[src/rtl/video_timing_gen_pkg.sv]
// Shared timing defaults, axis state encoding and frame counter width for
// the video timing generator and its axis counters.
package video_timing_pkg;

  localparam int DEF_H_SYNC   = 96;
  localparam int DEF_H_BACK   = 48;
  localparam int DEF_H_ACTIVE = 640;
  localparam int DEF_H_FRONT  = 16;
  localparam int DEF_V_SYNC   = 2;
  localparam int DEF_V_BACK   = 33;
  localparam int DEF_V_ACTIVE = 480;
  localparam int DEF_V_FRONT  = 10;
  localparam int DEF_CW       = 13;
  localparam int FRAME_CNT_W  = 8;

  typedef enum logic [1:0] {
    ST_SYNC   = 2'd0,
    ST_BACK   = 2'd1,
    ST_ACTIVE = 2'd2,
    ST_FRONT  = 2'd3
  } axis_state_e;

endpackage

[src/rtl/video_timing_gen_axis_counter.sv]
// One timing axis: a 0..TOTAL-1 counter plus its SYNC/BACK/ACTIVE/FRONT FSM.
// Next-state values are exported so the parent can register outputs with no lag.
module vtg_axis_counter
  import video_timing_pkg::*;
#(
  parameter int SYNC_W   = DEF_H_SYNC,
  parameter int BACK_W   = DEF_H_BACK,
  parameter int ACTIVE_W = DEF_H_ACTIVE,
  parameter int TOTAL    = DEF_H_SYNC + DEF_H_BACK + DEF_H_ACTIVE + DEF_H_FRONT,
  parameter int CW       = DEF_CW
) (
  input  logic          clk,
  input  logic          reset,
  input  logic          adv_i,
  input  logic          load_zero_i,
  output logic [CW-1:0] cnt_d_o,
  output axis_state_e   state_d_o,
  output logic          wrap_o
);

  localparam logic [CW-1:0] LAST      = CW'(TOTAL - 1);
  localparam logic [CW-1:0] BACK_AT   = CW'(SYNC_W);
  localparam logic [CW-1:0] ACTIVE_AT = CW'(SYNC_W + BACK_W);
  localparam logic [CW-1:0] FRONT_AT  = CW'(SYNC_W + BACK_W + ACTIVE_W);

  logic [CW-1:0] cnt_q, cnt_d;
  axis_state_e   state_q, state_d;

  // Handshake: adv_i is a one-cycle advance request; wrap_o is high in the
  // same cycle when that advance takes the counter from LAST back to 0, and
  // serves as the advance request of the next-slower axis.
  always_comb begin
    wrap_o  = adv_i && (cnt_q == LAST);
    cnt_d   = cnt_q;
    if (load_zero_i || wrap_o) begin
      cnt_d = '0;
    end else if (adv_i) begin
      cnt_d = cnt_q + 1'b1;
    end

    state_d = state_q;
    if (cnt_d == '0) begin
      state_d = ST_SYNC;
    end else if (cnt_d == BACK_AT) begin
      state_d = ST_BACK;
    end else if (cnt_d == ACTIVE_AT) begin
      state_d = ST_ACTIVE;
    end else if (cnt_d == FRONT_AT) begin
      state_d = ST_FRONT;
    end
  end

  always_ff @(posedge clk) begin
    if (reset) begin
      cnt_q   <= '0;
      state_q <= ST_SYNC;
    end else begin
      cnt_q   <= cnt_d;
      state_q <= state_d;
    end
  end

  assign cnt_d_o   = cnt_d;
  assign state_d_o = state_d;

endmodule

[src/rtl/video_timing_gen.sv]
// Raster timing generator: sync, blanking, pixel request and coordinates.
// Define VTG_SOF_LOCK_EN to let a rising edge on ext_vs restart the frame.
module video_timing_gen
  import video_timing_pkg::*;
#(
  parameter int H_SYNC   = DEF_H_SYNC,
  parameter int H_BACK   = DEF_H_BACK,
  parameter int H_ACTIVE = DEF_H_ACTIVE,
  parameter int H_FRONT  = DEF_H_FRONT,
  parameter int V_SYNC   = DEF_V_SYNC,
  parameter int V_BACK   = DEF_V_BACK,
  parameter int V_ACTIVE = DEF_V_ACTIVE,
  parameter int V_FRONT  = DEF_V_FRONT,
  parameter int REQ_LEAD = 1,
  parameter bit HS_POL   = 1'b0,
  parameter bit VS_POL   = 1'b0,
  parameter int CW       = DEF_CW
) (
  input  logic                   clk,
  input  logic                   reset,
  input  logic                   en,
  input  logic                   ext_vs,
  output logic                   hs,
  output logic                   vs,
  output logic                   blank_n,
  output logic                   req,
  output logic [CW-1:0]          col,
  output logic [CW-1:0]          row,
  output logic                   sof,
  output logic                   eol,
  output logic [FRAME_CNT_W-1:0] frame_cnt
);

  localparam int H_TOTAL = H_SYNC + H_BACK + H_ACTIVE + H_FRONT;
  localparam int V_TOTAL = V_SYNC + V_BACK + V_ACTIVE + V_FRONT;

  localparam logic [CW-1:0] H_ACT_START = CW'(H_SYNC + H_BACK);
  localparam logic [CW-1:0] H_ACT_LAST  = CW'(H_SYNC + H_BACK + H_ACTIVE - 1);
  localparam logic [CW-1:0] V_ACT_START = CW'(V_SYNC + V_BACK);
  localparam logic [CW-1:0] REQ_FIRST   = CW'(H_SYNC + H_BACK - REQ_LEAD);
  localparam logic [CW-1:0] REQ_LAST    = CW'(H_SYNC + H_BACK + H_ACTIVE - REQ_LEAD - 1);

  logic [CW-1:0] h_cnt_d, v_cnt_d;
  axis_state_e   h_state_d, v_state_d;
  logic          h_wrap, v_wrap, sof_lock;

  logic                   hs_q, vs_q, blank_n_q, req_q, sof_q, eol_q;
  logic                   hs_d, vs_d, blank_n_d, req_d, sof_d, eol_d;
  logic [CW-1:0]          col_q, row_q, col_d, row_d;
  logic [FRAME_CNT_W-1:0] frame_cnt_q, frame_cnt_d;

`ifdef VTG_SOF_LOCK_EN
  logic ext_vs_q;

  // The edge register only moves on en cycles, so an edge arriving while
  // en is low is still seen on the next en cycle.
  always_ff @(posedge clk) begin
    if (reset) begin
      ext_vs_q <= 1'b0;
    end else if (en) begin
      ext_vs_q <= ext_vs;
    end
  end

  assign sof_lock = en && ext_vs && !ext_vs_q;
`else
  logic unused_ext_vs;
  assign unused_ext_vs = ext_vs;
  assign sof_lock      = 1'b0;
`endif

  vtg_axis_counter #(
    .SYNC_W   (H_SYNC),
    .BACK_W   (H_BACK),
    .ACTIVE_W (H_ACTIVE),
    .TOTAL    (H_TOTAL),
    .CW       (CW)
  ) u_h_axis (
    .clk         (clk),
    .reset       (reset),
    .adv_i       (en),
    .load_zero_i (sof_lock),
    .cnt_d_o     (h_cnt_d),
    .state_d_o   (h_state_d),
    .wrap_o      (h_wrap)
  );

  vtg_axis_counter #(
    .SYNC_W   (V_SYNC),
    .BACK_W   (V_BACK),
    .ACTIVE_W (V_ACTIVE),
    .TOTAL    (V_TOTAL),
    .CW       (CW)
  ) u_v_axis (
    .clk         (clk),
    .reset       (reset),
    .adv_i       (h_wrap),
    .load_zero_i (sof_lock),
    .cnt_d_o     (v_cnt_d),
    .state_d_o   (v_state_d),
    .wrap_o      (v_wrap)
  );

  always_comb begin
    hs_d        = (h_state_d == ST_SYNC) ? HS_POL : ~HS_POL;
    vs_d        = (v_state_d == ST_SYNC) ? VS_POL : ~VS_POL;
    blank_n_d   = (h_state_d == ST_ACTIVE) && (v_state_d == ST_ACTIVE);
    col_d       = blank_n_d ? (h_cnt_d - H_ACT_START) : '0;
    row_d       = blank_n_d ? (v_cnt_d - V_ACT_START) : '0;
    req_d       = (v_state_d == ST_ACTIVE) && (h_cnt_d >= REQ_FIRST) && (h_cnt_d <= REQ_LAST);
    eol_d       = blank_n_d && (h_cnt_d == H_ACT_LAST);
    // A lock coinciding with a natural frame wrap still yields one pulse.
    sof_d       = v_wrap || sof_lock;
    frame_cnt_d = frame_cnt_q + FRAME_CNT_W'(sof_d);
  end

  always_ff @(posedge clk) begin
    if (reset) begin
      hs_q        <= HS_POL;
      vs_q        <= VS_POL;
      blank_n_q   <= 1'b0;
      req_q       <= 1'b0;
      col_q       <= '0;
      row_q       <= '0;
      sof_q       <= 1'b0;
      eol_q       <= 1'b0;
      frame_cnt_q <= '0;
    end else if (en) begin
      hs_q        <= hs_d;
      vs_q        <= vs_d;
      blank_n_q   <= blank_n_d;
      req_q       <= req_d;
      col_q       <= col_d;
      row_q       <= row_d;
      sof_q       <= sof_d;
      eol_q       <= eol_d;
      frame_cnt_q <= frame_cnt_d;
    end
  end

  assign hs        = hs_q;
  assign vs        = vs_q;
  assign blank_n   = blank_n_q;
  assign req       = req_q;
  assign col       = col_q;
  assign row       = row_q;
  assign sof       = sof_q;
  assign eol       = eol_q;
  assign frame_cnt = frame_cnt_q;

endmodule

[config.mk]
export PLATFORM = sky130hd
export DESIGN_NAME = video_timing_gen
export DESIGN_NICKNAME = d
export VERILOG_FILES = /design/src/rtl/video_timing_gen_pkg.sv /design/src/rtl/video_timing_gen_axis_counter.sv /design/src/rtl/video_timing_gen.sv
export SDC_FILE = /design/constraint.sdc
export NUM_CORES = 1
export LEC_CHECK = 0
export CAP_MARGIN = 25
export CORE_MARGIN = 1.5
export CORE_UTILIZATION = 45
export CTS_BUF_LIST = sky130_fd_sc_hd__clkbuf_8 sky130_fd_sc_hd__clkbuf_16
export CTS_CLUSTER_SIZE = 40
export DETAILED_ROUTE_END_ITERATION = 7
export PLACE_DENSITY_LB_ADDON = 0.12
export SYNTH_ARGS = -nofsm -noshare
export SYNTH_HDL_FRONTEND = slang
export SYNTH_HIERARCHICAL = 1
export SYNTH_SLANG_ARGS = --single-unit
[constraint.sdc]
create_clock -name clk -period 4.4 [get_ports clk]
set_input_delay 0.44 -clock clk [delete_from_list [all_inputs] [get_ports clk]]
set_output_delay 0.44 -clock clk [all_outputs]
set_load 0.01 [all_outputs]
==> impl_results.md <==
- Status: finished, final reports clean
- Kind of critical path: reg2reg
- HPWL after detailed placement: about 7 mm
- Root Driver: clkbuf_8
- Worst Path Arrival: about 4300 ps
- Vias in the first global route: approximately 3.3k
- Grt total ovfl: 0
- Worst-Skew Late Latency: roughly 340 ps
- Seq/Total Area, Yosys: between 30% and 40%
- Post-synth cell types: 71
- Ranking of synthesized cells by area: dfxtp_1 35%, nor2_1 8.4%, xnor2_1 4.8%
- Crit path required time: roughly 4700 ps
- Total iterations of the first detailed-routing run: 5
- Reg2reg start: u_h_axis/cnt_q[0]$_SDFF_PP0_
- Worst Max-Slew Pin Slew: roughly 750 ps
- WL final: around 9.6 mm
- Largest net degree at the start of global routing: 45
- Hold buffer count at cts: 0
- Fin nets: 540
- CP startpoint: u_h_axis/cnt_q[0]$_SDFF_PP0_
- Yosys reg bits: 70
- Final Cycle Share: between 90% and 100%
- Clk buf depth: 2
- Final setup viols: 0
- Highest-count cells in the layout ignoring fill and taps: 91 x nor2_1, 70 x dfxtp_1, 42 x clkdlybuf4s50_1
- Die W: a little under 100 um
- Highest Clock Rate: between 0.2 and 0.3 GHz
- Sw Ratio: 23.0%
- CTS Sinks: 70
- Most common flop cell mapped by yosys: dfxtp_1
- Crit path capture type: flop
- Avg Cell Area, Syn: 8.38 um2
- H-tree Lvls: 3
- I/O pin count: 44
- Crit Path Max Fanout: 7
- DRC: 0
- Hold Path Class: reg2reg
- Cells on worst reg2reg path: 16
- RSZ-0062 raised after global routing: false
- Post_cts resized: 0
- Mapped Area: between 4000 and 5000 um2
- Part of the power in registers: between 50% and 60%
- Tot Pwr: roughly 1300 uW
- Core area: approximately 8700 um2
- Setup TNS Final: 0 ps
- Die Height: a little under 100 um
- Reg-to-Reg End: eol$_SDFFE_PP0P_
- CTS tree: yes
- Reg-to-reg slack, setup: 430 ps
- Routability cong.: 0.877
- Post-synth EDFFs: 0
- Pint: between 900 and 1000 uW
- Avg WL per Cell: 15.0 um
- PwrDens: 261 nW/um2
- Pleak: around 0.0018 uW
- Crit path to: eol$_SDFFE_PP0P_
- Area grow syn2layout: 18.0%
- Post-synthesis instance total: ~480
- Hold Fails Final Rpt: 0
- Initial antenna violation count: 0
- Vias post-DR: between 3k and 4k
- Initial drt markers: roughly 240
- Clock share of power: 45.6%
- Largest area contributor in the netlist: dfxtp_1
- Row count: 34
- Most common cell after layout, fill and taps aside: nor2_1
- Diodes inserted: 0
- Final Skew: 7.06 ps
- Hold depth: 2
- Buffers on Ports: 42
- Period minus WS final: 3970 ps
- Post-synth top area share: between 30% and 40%
- Slew Limit Headroom: about 50%
- Starting Density: a little under half
- Crit path launch type: flop
- GR Util All Layers: 20.7%
- Setup repair bufs after CTS: 0
- Share of cells above drive strength 1: a little under an eighth
- Worst VDD drop: between 0.15 and 0.2 mV
- Min Hold Slack: roughly 460 ps
- Net Switching: roughly 290 uW
- Filler cells: between 700 and 800
- Layout Utilization: between 50% and 60%
- DR vias/cell: between 5 and 6
- Max-cap viol count: 0
- Comb pwr share: 3.5%
- Synth warn: 6
- Pins over their slew limit: 0
- CTS buffer count: 9
- Antenna-violating nets left: 0
- Clock-pin slew on the worst setup and hold paths: roughly 80 ps
- Async SR Flop Fraction: 0%
- Die area: 9590 um2
- First-pass GRT wire length: between 15 and 20 mm
-- logic make-up (layout without fill, tap and decap cells) --
group                      after synthesis  after routing  share of synthesized area (%)
and+or+nand+nor                        244            244                           33.6
muxes                                    7              7                           1.73
AOI/OAI and AO/OA                       75             75                           12.6
xor gates and xnor gates                43             43                           10.1
buffers and inverters                   36             78                           4.78
adders and majority gates                8              8                           2.47
other                                    1              7                         0.0925
DFF                                     70             70                           34.6
-- per-layer routing --
metal / part of all wire [%] / routed length, um / vias up / GRT usage, %
met4: 1.3 / 121 / 0 / 7.80
li1: - / - / 1790 / -
met2: 43 / 4080 / 114 / 29.7
met1: 50 / 4800 / 1643 / 30.0
met3: 6.1 / 587 / 10 / 4.72
met5: 0 / 0 / - / 0
-- cell type report --
type	count	area, um2	area share (%)
timing repair buffer	53	503	10.5
clock inverter	6	87.6	1.83
inverter	10	37.5	0.785
multi-input combinational	384	2500	52.2
tap	108	135	2.82
sequential	70	1400	29.3
clock buffer	9	124	2.59
-- through the flow --
stage | cells | setup WS [ps] | instance area [um2]
after floorplan | 490 | 665 | 4080
after global placement | 625 | 148 | 4560
after detailed placement | 625 | 85.8 | 4560
after CTS | 640 | 302 | 4770
after global routing | 640 | 65.3 | 4780
final | 640 | 427 | 4780
-- state kept, by name, summed over array words and instances, names as in the netlist --
register / count
col: 13
row: 13
u_h_axis/cnt_q: 13
u_v_axis/cnt_q: 13
frame_cnt: 8
u_h_axis/state_q: 2
u_v_axis/state_q: 2
blank_n: 1
eol: 1
hs: 1
req: 1
sof: 1
vs: 1
-- critical path, cell delays in order (launching register included) --
cell      delay, ps
dfxtp_1         460
ha_1            290
and4_1          250
nand4_1         130
inv_2           170
nand3_4         130
nor4_2          300
xnor2_1         240
and3_1          280
nand2_1          80
mux2i_1         240
nor2_1          100
nand3b_2        250
nor3b_4         220
nand2_2          80
or4_1           520
a21oi_1         140
-- how the worst min path moves through the flow --
stage	startpoint	end	slack, ps
floorplan	row[12]$_SDFFE_PP0P_	row[12]$_SDFFE_PP0P_	480
global placement	row[9]$_SDFFE_PP0P_	row[9]$_SDFFE_PP0P_	440
detailed placement	row[12]$_SDFFE_PP0P_	row[12]$_SDFFE_PP0P_	450
CTS	row[12]$_SDFFE_PP0P_	row[12]$_SDFFE_PP0P_	460
global route	row[4]$_SDFFE_PP0P_	row[4]$_SDFFE_PP0P_	490
finish	row[11]$_SDFFE_PP0P_	row[11]$_SDFFE_PP0P_	460
-- Yosys cell counts, types with 3 or more instances --
library cell	count
o21ai_0	22
nor3b_1	3
a22oi_1	11
mux2i_1	7
a21boi_0	3
nor2_1	91
nand4_1	14
o31ai_1	3
or2_1	3
nor3_1	14
nand2b_1	7
buf_2	5
inv_1	9
xnor2_1	22
nand2_1	37
nand3_1	7
nand4_2	4
ha_1	8
and3_1	9
nor4_1	8
buf_6	6
nor2b_1	7
a211oi_1	4
dfxtp_1	70
xor2_1	18
clkbuf_1	12
or3_1	7
and4_1	4
a21oi_1	14
-- power groups by stage --
stage	sequential (uW)	combinational (uW)	clock, uW
finish	636	44.0	570
global route	636	48.1	605
CTS	636	44.0	583
detailed placement	651	43.8	0
global placement	651	43.3	0
floorplan	651	29.3	0
(Power assumes the default switching activity.)
